File: src/rtl/lfsr_prng.sv
// Fibonacci-LFSR pseudo-random word source with runtime seeding, all-zero
// lockup recovery and a one-entry valid/ready output buffer.
module lfsr_prng #(
  parameter int              WIDTH = 16,
  parameter logic [WIDTH-1:0] TAPS  = 16'hD008,
  parameter logic [WIDTH-1:0] SEED  = 16'hACE1,
  parameter int              STEPS = 1,
  parameter int              OUT_W = 8
) (
  input  logic             clk,
  input  logic             rst,
  input  logic             en,
  input  logic             seed_load,
  input  logic [WIDTH-1:0] seed_in,
  input  logic             rnd_ready,
  output logic             rnd_valid,
  output logic [OUT_W-1:0] rnd_data,
  output logic [WIDTH-1:0] state_q,
  output logic             seed_zero,
  output logic             lockup
);

  logic [WIDTH-1:0] q;
  logic [WIDTH-1:0] q_adv;
  logic             take;
  logic             q_is_zero;

  // STEPS single shifts unrolled into one combinational advance per draw
  function automatic logic [WIDTH-1:0] advance(input logic [WIDTH-1:0] s);
    logic [WIDTH-1:0] t;
    t = s;
    for (int i = 0; i < STEPS; i++) begin
      t = {t[WIDTH-2:0], ^(t & TAPS)};
    end
    return t;
  endfunction

  always_comb begin
    q_adv     = advance(q);
    q_is_zero = (q == '0);
    take      = en & (~rnd_valid | rnd_ready) & ~seed_load;
  end

  // Priority: seed load, then lockup recovery, then a draw, then plain consume
  always_ff @(posedge clk or posedge rst) begin
    if (rst) begin
      q         <= SEED;
      rnd_valid <= 1'b0;
      rnd_data  <= '0;
      seed_zero <= 1'b0;
      lockup    <= 1'b0;
    end else begin
      seed_zero <= 1'b0;
      lockup    <= 1'b0;
      if (seed_load) begin
        q         <= (seed_in == '0) ? SEED : seed_in;
        rnd_valid <= 1'b0;
        seed_zero <= (seed_in == '0);
      end else if (q_is_zero) begin
        q      <= SEED;
        lockup <= 1'b1;
        if (rnd_valid && rnd_ready) begin
          rnd_valid <= 1'b0;
        end
      end else if (take) begin
        q         <= q_adv;
        rnd_data  <= q_adv[OUT_W-1:0];
        rnd_valid <= 1'b1;
      end else if (rnd_valid && rnd_ready) begin
        rnd_valid <= 1'b0;
      end
    end
  end

  assign state_q = q;

endmodule

File: config.mk
export PLATFORM = sky130hd
export DESIGN_NAME = lfsr_prng
export DESIGN_NICKNAME = d
export VERILOG_FILES = /design/src/rtl/lfsr_prng.sv
export SDC_FILE = /design/constraint.sdc
export NUM_CORES = 1
export LEC_CHECK = 0
export CAP_MARGIN = 10
export CORE_ASPECT_RATIO = 0.9
export CORE_MARGIN = 2
export CORE_UTILIZATION = 46
export DETAILED_ROUTE_END_ITERATION = 12
export PLACE_DENSITY_LB_ADDON = 0.1
export REMOVE_ABC_BUFFERS = 1
export SKIP_CTS_REPAIR_TIMING = 1
export SYNTH_ARGS = -nofsm -noshare
export SYNTH_HDL_FRONTEND = slang
export SYNTH_SLANG_ARGS = --single-unit
File: constraint.sdc
create_clock -name clk -period 2.26 [get_ports clk]
set_input_delay 0.226 -clock clk [delete_from_list [all_inputs] [get_ports clk]]
set_output_delay 0.226 -clock clk [all_outputs]
set_load 0.05 [all_outputs]
==> results of run 1 <==
## state kept, by name (all words and copies together), names as in the netlist
name and cells:
lockup 1, state_q 16, seed_zero 1, rnd_data 8
rnd_valid 1
## cell type report
type                    instances  share of cell area, %
well taps                      42                   2.69
multi-input cells              81                   33.4
repair buffers                 54                   26.7
clock buffers                   4                   1.34
flip-flops and latches         27                   35.0
inverters                       4                  0.767
## power breakdown
part           leakage, nW  switching (mW)  internal, mW
Combinational        0.484           0.393         0.244
Sequential           0.317          0.0634         0.569
Clock               0.0150           0.148        0.0693
Total                0.816           0.605         0.883
## cells by family after synthesis
family          Yosys count
mux                      15
flops                    27
simple gates             34
buf+inv                  23
compound gates           29
fa+ha+maj                 1
xor+xnor                  2
## through the flow
step | utilization [%] | setup WS [ns]
after floorplan | - | 0.150
after detailed placement | 63.0 | 0.124
after global placement | 63.0 | 0.171
after global routing | 63.8 | 0.0578
after CTS | 63.8 | 0.157
final | 63.8 | 0.177
## placed cells by master (no fill, tap or decap)
cell type / count
o41ai_4: 1
o21ai_0: 7
a21boi_0: 8
o2bb2ai_2: 8
nand2_2: 1
o31ai_1: 1
dfrtp_1: 19
nor4_1: 3
xnor2_1: 2
mux2i_1: 7
dfstp_2: 8
inv_1: 4
clkbuf_1: 1
nor2_1: 9
clkdlybuf4s50_1: 47
ha_1: 1
nand2b_1: 1
or4_1: 1
and2_1: 3
clkbuf_4: 3
a41oi_2: 1
nor4b_1: 1
or4_4: 3
nand4_1: 1
mux2_2: 8
buf_4: 7
nor3_1: 1
nand2_1: 10
a21oi_1: 3
## worst max-delay path, stage by stage, from the launching register on
cell,delay [ns]
dfstp_2,0.59
inv_1,0.05
ha_1,0.17
nor4b_1,0.14
buf_4,0.14
a41oi_2,0.19
buf_4,0.19
and2_1,0.43
o2bb2ai_2,0.15
## worst max path at each step
stage	startpoint	endpoint	slack, ns	depth (start not counted)
global placement	seed_in[1]	state_q[13]	0.17	5
CTS	state_q[15]	state_q[15]	0.16	8
finish	state_q[15]	state_q[15]	0.18	8
floorplan	state_q[14]	rnd_data[0]	0.15	6
global route	state_q[15]	state_q[15]	0.06	8
detailed placement	seed_in[1]	state_q[15]	0.12	5
## metal layers
metal | vias up | share of wire [%] | global-route usage, %
li1 | 534 | - | -
met1 | 548 | 46 | 27.0
met2 | 42 | 48 | 33.6
met3 | 2 | 6.2 | 5.05
met4 | 0 | 0.47 | 2.80
met5 | - | 0 | 0
==> impl_metrics.toml, run 1 <==
[outcome]
status = "finished clean"

[synthesis]
netlist_instances = 131
synth_area_sq_um = 1490
synth_fa_ha_area_share_pct = 0.840
synth_common_cells = "19 x dfrtp_1, 15 x buf_4, 10 x nand2_1, 9 x nor2_1"
yosysSeqAreaShare_pct = 46.0
synthFlopType = "dfrtp_1"
yosys.area.top_type = "dfrtp_1"
synth_cell_types = 28
synth_edf_count = 0
synth-compound-area-share_pct = 18.9
synthMuxAreaShare_pct = 10.7
synth_xor_area_share_pct = 1.18
synth_top_area_share_pct = 31.9
yosys.area_share.simple_pct = 12.3
synth.avg_cell_area_sq_um = 11.4
ys_warn_count = 0
ys_ff_latch = 27
synth_top_family_by_area = "compound AO/OA/AOI/OAI gates"
synthTopCellsByArea = "dfrtp_1 32%, dfstp_2 14%, o2bb2ai_2 8.1%, buf_4 7.6%, mux2_2 6.0%"
async_flop_share_pct = 100
yosysMostFrequentCell = "dfrtp_1"

[run]
cap_violations = 0

[routing]
ant_nets = 0
drc = 0
drt_iter0_markers = 61
routedWlPerCell_um = 16.1
via_per_inst = 5.31
drt_pass1_iterations = 4
num_vias = 1126
totalWireLength_mm = 3.41

[sta]
fin_setup_tns_ns = 0
max_freq_ghz = 0.480
slew_violations = 0
setup_violations = 0
hold_slack_ns = 0.224
rsz0062_at_grt = "false"
post-route-period-util_pct = 92.2
finalHoldViolCount = 0
tightest_slew_ns = 0.579
fin_skew_ns = 0.00832
final.min_clock_period_ns = 2.08
max_slew_margin_pct = 61.1

[die]
dieHeight_um = 58.0
die_x_um = 64.0
dieArea_sq_um = 3710
ios = 48
std_cell_rows = 19
start_util_pct = 48.6
coreArea_sq_um = 3070

[grt]
first_global_vias = 1118
grt_remaining_overflow = 0
antenna_found_initial = 0
track_usage_pct = 20.0
grt_max_degree = 28
grt_pass1_wl_mm = 5.63

[worst_setup_path]
r2r_setup_slack_ns = 0.18
critical_path_required_ns = 2.53
endpoint_kind = "register"
rr_endpoint = "state_q[15]"
cp.arrival_ns = 2.36
start_kind = "register"
path_max_fanout = 9
reg2regPathDepth = 8
reg2reg_from = "state_q[15]"
worst-setup-path-type = "register to register"

[final_layout]
ff_latch_area_sq_um = 686
post_layout_nonfiller_instances = 212
nFillCells = 256
drive_gt1_share_pct = 23.5
area_growth_pct = 31.3
num-nets-final = 193
antenna_cells = 0
final_area_sq_um = 1960
multi_input_area_sq_um = 654

[power]
fin_total_pwr_mw = 1.49
p_per_area_nw_per_um2 = 760
p_leak_nw = 0.816
ir_worst_vdd_mv = 0.627

[clocking]
clk_latency_ns = 0.33
cts-htree-levels = 1
clkSinkCount = 27
cts_buffer_depth = 2
cts_made_buffers = 3
clk_pin_slew_ns = 0.15
tritoncts = "done"
cts-root-buf = "clkbuf_4"

[place]
place_inst = 208
routabilityCongestion = 0.799
placement.io_buffers = 47
place_area_sq_um = 1930
dp_hpwl_mm = 2.59

[min_path]
hold_path_class = "input port to asynchronous set/reset pin"
Power figures use the tool's default switching activity.
==> inputs of run 2 (changes only) <==
--- a/config.mk
+++ b/config.mk
@@ -5,7 +5,6 @@
 export SDC_FILE = /design/constraint.sdc
 export NUM_CORES = 1
 export LEC_CHECK = 0
-export CAP_MARGIN = 10
 export CORE_ASPECT_RATIO = 0.9
 export CORE_MARGIN = 2
 export CORE_UTILIZATION = 46
==> results of run 2 <==
The final DEF is identical to that of run 1; final timing and power are the same.
